==> src/rtl/lsu_subword_if.sv <==
// Bus bundle for the sub-word load/store unit: CPU request/response side
// plus the word-wide data-memory port.
interface lsu_subword_if #(
  parameter int ADDR_W = 10
);
  logic              req;
  logic              wr;
  logic [1:0]        size;
  logic              sgn;
  logic [ADDR_W-1:0] addr;
  logic [31:0]       wdata;
  logic              busy;
  logic              done;
  logic              misalign;
  logic [31:0]       rdata;
  logic [ADDR_W-1:0] dm_addr;
  logic [31:0]       dm_din;
  logic              dm_we;
  logic [31:0]       dm_dout;

  // The master plays both CPU and memory, so it also supplies dm_dout.
  modport master (
    output req, wr, size, sgn, addr, wdata, dm_dout,
    input  busy, done, misalign, rdata, dm_addr, dm_din, dm_we
  );

  modport slave (
    input  req, wr, size, sgn, addr, wdata, dm_dout,
    output busy, done, misalign, rdata, dm_addr, dm_din, dm_we
  );
endinterface

==> src/rtl/lsu_subword.sv <==
// Load/store unit that turns byte/half/word CPU accesses into word-wide
// memory reads, read-modify-writes and writes, with alignment checking.
module lsu_subword #(
  parameter int ADDR_W = 10
) (
  input  logic         clk,
  input  logic         rst,
  lsu_subword_if.slave bus
);

  typedef enum logic [1:0] {S_IDLE, S_RD, S_WR, S_DONE} state_t;

  state_t            r_state;
  state_t            w_next;
  logic              r_wr;
  logic [1:0]        r_size;
  logic              r_sgn;
  logic [ADDR_W-1:0] r_addr;
  logic [31:0]       r_wdata;
  logic [31:0]       r_word;
  logic [31:0]       r_rdata;
  logic              r_mis;

  logic              w_accept;
  logic              w_mis_in;
  logic [4:0]        w_lane_lsb;
  logic [7:0]        w_byte;
  logic [15:0]       w_half;
  logic [31:0]       w_load;
  logic [31:0]       w_merge;

  assign w_accept   = (r_state == S_IDLE) && bus.req;
  assign w_mis_in   = (bus.size == 2'b11)
                   || (bus.size == 2'b01 && bus.addr[0])
                   || (bus.size == 2'b10 && bus.addr[1:0] != 2'b00);
  assign w_lane_lsb = {r_addr[1:0], 3'b000};

  // NOTE: every always_comb output gets a default first so no path can infer a latch.
  always_comb begin
    w_next = r_state;
    case (r_state)
      S_IDLE: begin
        if (bus.req) begin
          if (w_mis_in)                        w_next = S_DONE;
          else if (bus.wr && bus.size == 2'b10) w_next = S_WR;
          else                                 w_next = S_RD;
        end
      end
      S_RD:    w_next = r_wr ? S_WR : S_DONE;
      S_WR:    w_next = S_DONE;
      S_DONE:  w_next = S_IDLE;
      default: w_next = S_IDLE;
    endcase
  end

  // Load path extracts from the live memory word during RD.
  always_comb begin
    w_byte = bus.dm_dout[w_lane_lsb +: 8];
    w_half = r_addr[1] ? bus.dm_dout[31:16] : bus.dm_dout[15:0];
    case (r_size)
      2'b00:   w_load = {{24{r_sgn & w_byte[7]}}, w_byte};
      2'b01:   w_load = {{16{r_sgn & w_half[15]}}, w_half};
      default: w_load = bus.dm_dout;
    endcase
  end

  // Store path splices the new sub-word into the word captured in RD.
  always_comb begin
    w_merge = r_word;
    case (r_size)
      2'b00: w_merge[w_lane_lsb +: 8] = r_wdata[7:0];
      2'b01: begin
        if (r_addr[1]) w_merge[31:16] = r_wdata[15:0];
        else           w_merge[15:0]  = r_wdata[15:0];
      end
      default: w_merge = r_wdata;
    endcase
  end

  // NOTE: state uses non-blocking assignments so every register samples pre-edge values.
  always_ff @(posedge clk) begin
    if (rst) begin
      r_state <= S_IDLE;
      r_wr    <= 1'b0;
      r_size  <= 2'b00;
      r_sgn   <= 1'b0;
      r_addr  <= '0;
      r_wdata <= '0;
      r_word  <= '0;
      r_rdata <= '0;
      r_mis   <= 1'b0;
    end else begin
      r_state <= w_next;
      if (w_accept) begin
        r_wr    <= bus.wr;
        r_size  <= bus.size;
        r_sgn   <= bus.sgn;
        r_addr  <= bus.addr;
        r_wdata <= bus.wdata;
        r_mis   <= w_mis_in;
      end
      if (r_state == S_RD) begin
        r_word <= bus.dm_dout;
        if (!r_wr) r_rdata <= w_load;
      end
    end
  end

  assign bus.busy     = (r_state != S_IDLE);
  assign bus.done     = (r_state == S_DONE);
  assign bus.misalign = (r_state == S_DONE) && r_mis;
  // Reset gates the strobe combinationally so a write in flight is dropped.
  assign bus.dm_we    = (r_state == S_WR) && !rst;
  assign bus.dm_addr  = (r_state == S_IDLE) ? '0 : {r_addr[ADDR_W-1:2], 2'b00};
  assign bus.dm_din   = w_merge;
  assign bus.rdata    = r_rdata;

endmodule
==> src/flat_wrapper.sv <==
// flat-port wrapper written by rule: the top's interface ports become plain ports
module lsu_subword_flat 
#(
  parameter int ADDR_W = 10
)
  (clk, rst, bus_req, bus_wr, bus_size, bus_sgn, bus_addr, bus_wdata, bus_dm_dout, bus_busy, bus_done, bus_misalign, bus_rdata, bus_dm_addr, bus_dm_din, bus_dm_we);
  lsu_subword_if #(.ADDR_W(ADDR_W)) bus_i ();
  input  logic clk;
  input  logic rst;
  input wire logic [$bits(bus_i.req)-1:0] bus_req;
  input wire logic [$bits(bus_i.wr)-1:0] bus_wr;
  input wire logic [$bits(bus_i.size)-1:0] bus_size;
  input wire logic [$bits(bus_i.sgn)-1:0] bus_sgn;
  input wire logic [$bits(bus_i.addr)-1:0] bus_addr;
  input wire logic [$bits(bus_i.wdata)-1:0] bus_wdata;
  input wire logic [$bits(bus_i.dm_dout)-1:0] bus_dm_dout;
  output wire logic [$bits(bus_i.busy)-1:0] bus_busy;
  output wire logic [$bits(bus_i.done)-1:0] bus_done;
  output wire logic [$bits(bus_i.misalign)-1:0] bus_misalign;
  output wire logic [$bits(bus_i.rdata)-1:0] bus_rdata;
  output wire logic [$bits(bus_i.dm_addr)-1:0] bus_dm_addr;
  output wire logic [$bits(bus_i.dm_din)-1:0] bus_dm_din;
  output wire logic [$bits(bus_i.dm_we)-1:0] bus_dm_we;
  assign bus_i.req = bus_req;
  assign bus_i.wr = bus_wr;
  assign bus_i.size = bus_size;
  assign bus_i.sgn = bus_sgn;
  assign bus_i.addr = bus_addr;
  assign bus_i.wdata = bus_wdata;
  assign bus_i.dm_dout = bus_dm_dout;
  assign bus_busy = bus_i.busy;
  assign bus_done = bus_i.done;
  assign bus_misalign = bus_i.misalign;
  assign bus_rdata = bus_i.rdata;
  assign bus_dm_addr = bus_i.dm_addr;
  assign bus_dm_din = bus_i.dm_din;
  assign bus_dm_we = bus_i.dm_we;
  lsu_subword #(.ADDR_W(ADDR_W)) u_core (.clk(clk), .rst(rst), .bus(bus_i));
endmodule
==> config.mk <==
export PLATFORM = sky130hd
export DESIGN_NAME = lsu_subword_flat
export DESIGN_NICKNAME = d
export VERILOG_FILES = /design/src/rtl/lsu_subword_if.sv /design/src/rtl/lsu_subword.sv /design/src/flat_wrapper.sv
export SDC_FILE = /design/constraint.sdc
export NUM_CORES = 1
export LEC_CHECK = 0
export BUFFER_PORTS_ARGS = -buffer_cell sky130_fd_sc_hd__buf_2
export CORE_ASPECT_RATIO = 1.25
export CORE_MARGIN = 1.5
export CORE_UTILIZATION = 25
export DETAILED_ROUTE_END_ITERATION = 8
export PLACE_DENSITY_LB_ADDON = 0.15
export SLEW_MARGIN = 20
export SYNTH_ARGS = -nofsm -noshare
export SYNTH_HDL_FRONTEND = slang
export SYNTH_SLANG_ARGS = --single-unit
==> constraint.sdc <==
create_clock -name clk -period 6 [get_ports clk]
set_input_delay 1.5 -clock clk [delete_from_list [all_inputs] [get_ports clk]]
set_output_delay 1.5 -clock clk [all_outputs]
set_load 0.01 [all_outputs]
# == Yosys cells after proc, flatten, opt, wreduce, memory -nomap -nowiden ==
# Cells that the tools add are included.
# op_classes
reduce_logical,14
add_sub_neg,1
n_bitwise,3
n_eq_ne,8
mux,12
n_shift,3
# op_table
operator,count
32-bit case mux with 2 select lines,2
16-bit 2-to-1 mux,3
32-bit bitwise mux,1
"8-bit by 7-bit variable shift with 32-bit output, first input constant",1
32-bit by 6-bit variable part select with 8-bit output,1
8-bit by 7-bit variable part select with 32-bit output,1
10-bit 2-to-1 mux,1
"2-bit equality test, second input constant",4
2-bit case mux with 4 select lines,1
5-bit negator with 7-bit output,1
"2-bit by 1-bit equality test with 1-bit output, second input constant",3
1-bit logical AND,6
2-bit 2-to-1 mux,3
2-bit logical NOT,2
2-bit nonzero test,2
1-bit AND,2
1-bit logical OR,2
"2-bit inequality test, second input constant",1
2-bit AND reduction,1
1-bit logical NOT,1
1-bit 2-to-1 mux,1
1-bit inverter,1
# totals
reg_bits,113
inputBits,81
elab_cells,50

# == Logic depth before layout (Yosys ltp) ==
# logic_depth
depth_word,7
ltp_mapped,9
ltp_nobuf,6

# == Least setup slack after synthesis ==
# No wires, ideal clock.
# synth_path
kind,input port to output port
start,input rst
end,output bus_dm_we
stages,3
required_time_ns,4.500
slack_ns,2.393
arrival_time_ns,2.107
path_cell_list,clkbuf_1 clkbuf_1 nor2b_1
# synth_between
elab_chain_len,2
# synth_lines
item,line_no,text
from (decl),flat_wrapper.sv:9,input logic rst;
1-bit logical NOT,lsu_subword.sv:113,assign bus.dm_we = (r_state == S_WR) && !rst;
1-bit logical AND,lsu_subword.sv:113,
to (decl),flat_wrapper.sv:23,output wire logic [$bits(bus_i.dm_we)-1:0] bus_dm_we;
# No other way between the ends.

# == Worst setup path in the final report ==
# layout_path
start,register u_core.r_size[1]
end,output bus_dm_din[14]
# layout_between
elab_chain_len,2
elab_cells_between_ends,3
# layout_lines
item,line_no,text
from (decl),lsu_subword.sv:16,logic [1:0] r_size;
from (signal assigned),lsu_subword.sv:96,r_size <= bus.size;
2-bit by 1-bit equality test with 1-bit output or 2-bit logical NOT (tied branches),lsu_subword.sv:70,case (r_size)
32-bit case mux with 2 select lines *,lsu_subword.sv:70,
to (decl),flat_wrapper.sv:22,output wire logic [$bits(bus_i.dm_din)-1:0] bus_dm_din;
# Every way passes the cells marked *; elsewhere a longest branch is shown, timed or not.

==> metrics.md <==
| Metric | Value |
|---|---|
| Status | finished clean |
| Vias | 5218 |
| Initial Util | 0.255 |
| RR Endpoint | u_core.bus.rdata[7] |
| Max frequency | 0.236 GHz |
| Final hold vios | 0 |
| DRC | 0 |
| # diodes | 0 |
| Synth cell types | 52 |
| DIE HEIGHT | 169 um |
| Antenna-violating nets left | 0 |
| Filler instances | 2353 |
| Synth top area share | 0.412 |
| Crit path capture | bus_dm_din[14] |
| Critical Path Sink Type | output port |
| Worst hold path class | flip-flop to flip-flop |
| Multi-input logic area | 2880 um^2 |
| Crit path from | u_core.r_size[1] |
| CP max-delay cell | dfxtp_2 |
| Fin cells | 1102 |
| Vias per inst | 4.74 |
| # rows | 60 |
| RSZ-0062 raised after global routing | no |
| Worst-margin pin slew | 0.803 ns |
| Layout cells sized above 1 | 0.265 |
| Placer Congestion | 0.781 |
| Pre-antenna DRT Iters | 5 |
| Dominant synthesized flop cell | dfxtp_1 |
| Post-Route WL | 19200 um |
| FF+latch count, synth | 113 |
| TritonCTS clock tree | yes |
| Most common cell after layout, fill and taps aside | buf_2 |
| Vias in the first global route | 5052 |
| Largest net degree at the start of global routing | 53 |
| First-pass GRT wire length | 29300 um |
| Final net count | 900 |
| Core area | 21500 um^2 |
| P_leak | 0.00297 uW |
| Peak supply drop | 0.000209 V |
| Die area | 22900 um^2 |
| Number of synthesized flops with an enable pin | 0 |
| Latest clock arrival within the worst-skew pair | 0.42 ns |
| CTS root buf | clkbuf_16 |
| DP HPWL | 14400 um |
| Hold Slack | 0.444 ns |
| Slew HR | 0.464 |
| Worst-path cell chain | buf_4 -> nand2b_1 -> o22ai_1 -> a221oi_1 -> buf_2 |
| Clk slew on worst S/H paths | 0.06 ns |
| Utilization after layout | 0.330 |
| PortBufs | 156 |
| Cts repair resizes | 0 |
| Count of hold-fix buffers inserted at cts | 0 |
| Synth Warn # | 0 |
| Cell area after synthesis | 5500 um^2 |
| CTS Sinks | 113 |
| Top cells by area in the synthesized netlist | dfxtp_1 41%, nand2_1 8.4%, a21oi_1 7.2% |
| Async SR Flop Fraction | 0 |
| Crit path max fanout | 42 |
| CP Class | flip-flop to output port |
| Grt total ovfl | 0 |
| WL per Instance | 17.4 um |
| Most frequent cells in the layout | 156 x buf_2, 123 x nand2_1, 112 x dfxtp_1, 79 x a21oi_1, 78 x nor2_1 |
| Register area share after synthesis | 0.412 |
| Syn_area_per_cell | 8.10 um^2 |
| Max-slew violations | 0 |
| Crit path arrival time | 2.73 ns |
| Area growth from synthesis to layout | 29.3% |
| Max-cap viol count | 0 |
| CP required | 4.50 ns |
| Pwr per Cell Area | 480 nW/um^2 |
| FF-to-FF Start | u_core.r_size[1] |
| R2R setup slack | 3.64 ns |
| Clock tree buffer depth | 2 |
| CTS H-tree lvls | 4 |
| FF+latch area | 2260 um^2 |
| Cells on worst reg2reg path | 5 |
| Nature of the critical path startpoint | flip-flop |
| Io pins | 159 |
| Post-CTS Setup Inserts | 0 |
| Placed Cells | 1070 |
| Final setup viols | 0 |
| Tcrit/Tclk final | 0.705 |
| Total GRT Usage | 0.170 |
| Post-synth top area cell | dfxtp_1 |
| Die X-Extent | 136 um |
| Clock buffer count from CTS | 17 |
| TNS Setup | 0 ns |
| Mapped Cells | 679 |
| Initial antenna violation count | 0 |
| Max stage delay on crit path | 0.76 ns |
| Drt initial violations | 292 |
| Final min period | 4.23 ns |
| Clock skew | 0.0107 ns |
[logic make-up (layout without fill, tap and decap cells)]
logic type      after synthesis  count (layout)  share of synthesized area
compound gates              186             186                      0.234
other cells                   1               2                   0.000682
flops                       113             113                      0.412
simple gates                254             254                      0.204
mux                          34              34                     0.0628
buf+inv                      82             225                     0.0669
fa+ha+maj                     9               9                     0.0205
[worst min path at each step]
stage | startpoint | to | slack, ns | depth (start not counted)
finish | u_core.bus.rdata[1] | u_core.bus.rdata[1] | 0.44 | 2
global route | u_core.r_wdata[23] | u_core.r_wdata[23] | 0.48 | 2
CTS | u_core.bus.rdata[1] | u_core.bus.rdata[1] | 0.45 | 2
detailed placement | u_core.bus.rdata[1] | u_core.bus.rdata[1] | 0.44 | 2
global placement | u_core.bus.rdata[2] | u_core.bus.rdata[2] | 0.44 | 2
floorplan | u_core.r_mis | u_core.r_mis | 0.43 | 2
[per-stage QoR]
step / instance area (um^2) / worst slack, ns / power, uW
floorplan: 5500 / 2.39 / 1880
global placement: 6440 / 2.14 / 2300
detailed placement: 6440 / 2.15 / 2300
CTS: 7110 / 1.74 / 3460
global route: 7110 / 1.57 / 3640
finish: 7110 / 1.77 / 3410
[layout make-up]
cell class                      count  area share
Clock buffer                       21      0.0662
Clock inverter                     11      0.0280
Inverter                           30      0.0158
Multi-Input combinational cell    485       0.405
Sequential cell                   113       0.318
Tap cell                          279      0.0491
Timing Repair Buffer              163       0.117
[sequential cells by signal, summed over array words and instances, names as in the netlist]
name and cells:
u_core.r_size 2, u_core.r_mis 1, u_core.r_addr 10, u_core.r_state 2, u_core.bus.rdata 32, u_core.r_wr 1, u_core.r_wdata 32, u_core.r_sgn 1
u_core.r_word 32
[cells in the mapped netlist (3+ instances only)]
library cell and instances:
nor2b_1 10, a21oi_1 79, mux2i_1 33, nand2b_1 7, a221o_1 12, o21ai_0 18, clkbuf_1 24, nand3b_1 14
nand2_1 123, ha_1 9, buf_2 17, o21ai_1 7, a311oi_2 4, dfxtp_1 113, inv_1 30, nor2_1 78
nor2_2 8, o221ai_1 14, buf_1 6, a311oi_1 6, a22o_1 12, a221oi_1 15, o22ai_1 3
[power breakdown]
part / total, uW / internal (uW) / switching (uW)
clock: 1150 / 775 / 374
combinational: 1160 / 459 / 698
sequential: 1110 / 943 / 165
[routing by layer]
metal	track usage	share of wire	wire length, um	up-vias
met5	0	0	0	-
met4	0.0477	0.010	194	0
met3	0.0323	0.047	894	14
met2	0.276	0.48	9150	136
met1	0.227	0.47	8930	2432
li1	-	-	-	2636
[worst max-delay path, delay by kind of cell, from the launching register on]
family	cells	cell delay (ns)
compound gates	2	0.54
simple gates	1	0.28
flops	1	0.76
buf+inv	2	0.75
(Power assumes the default switching activity.)
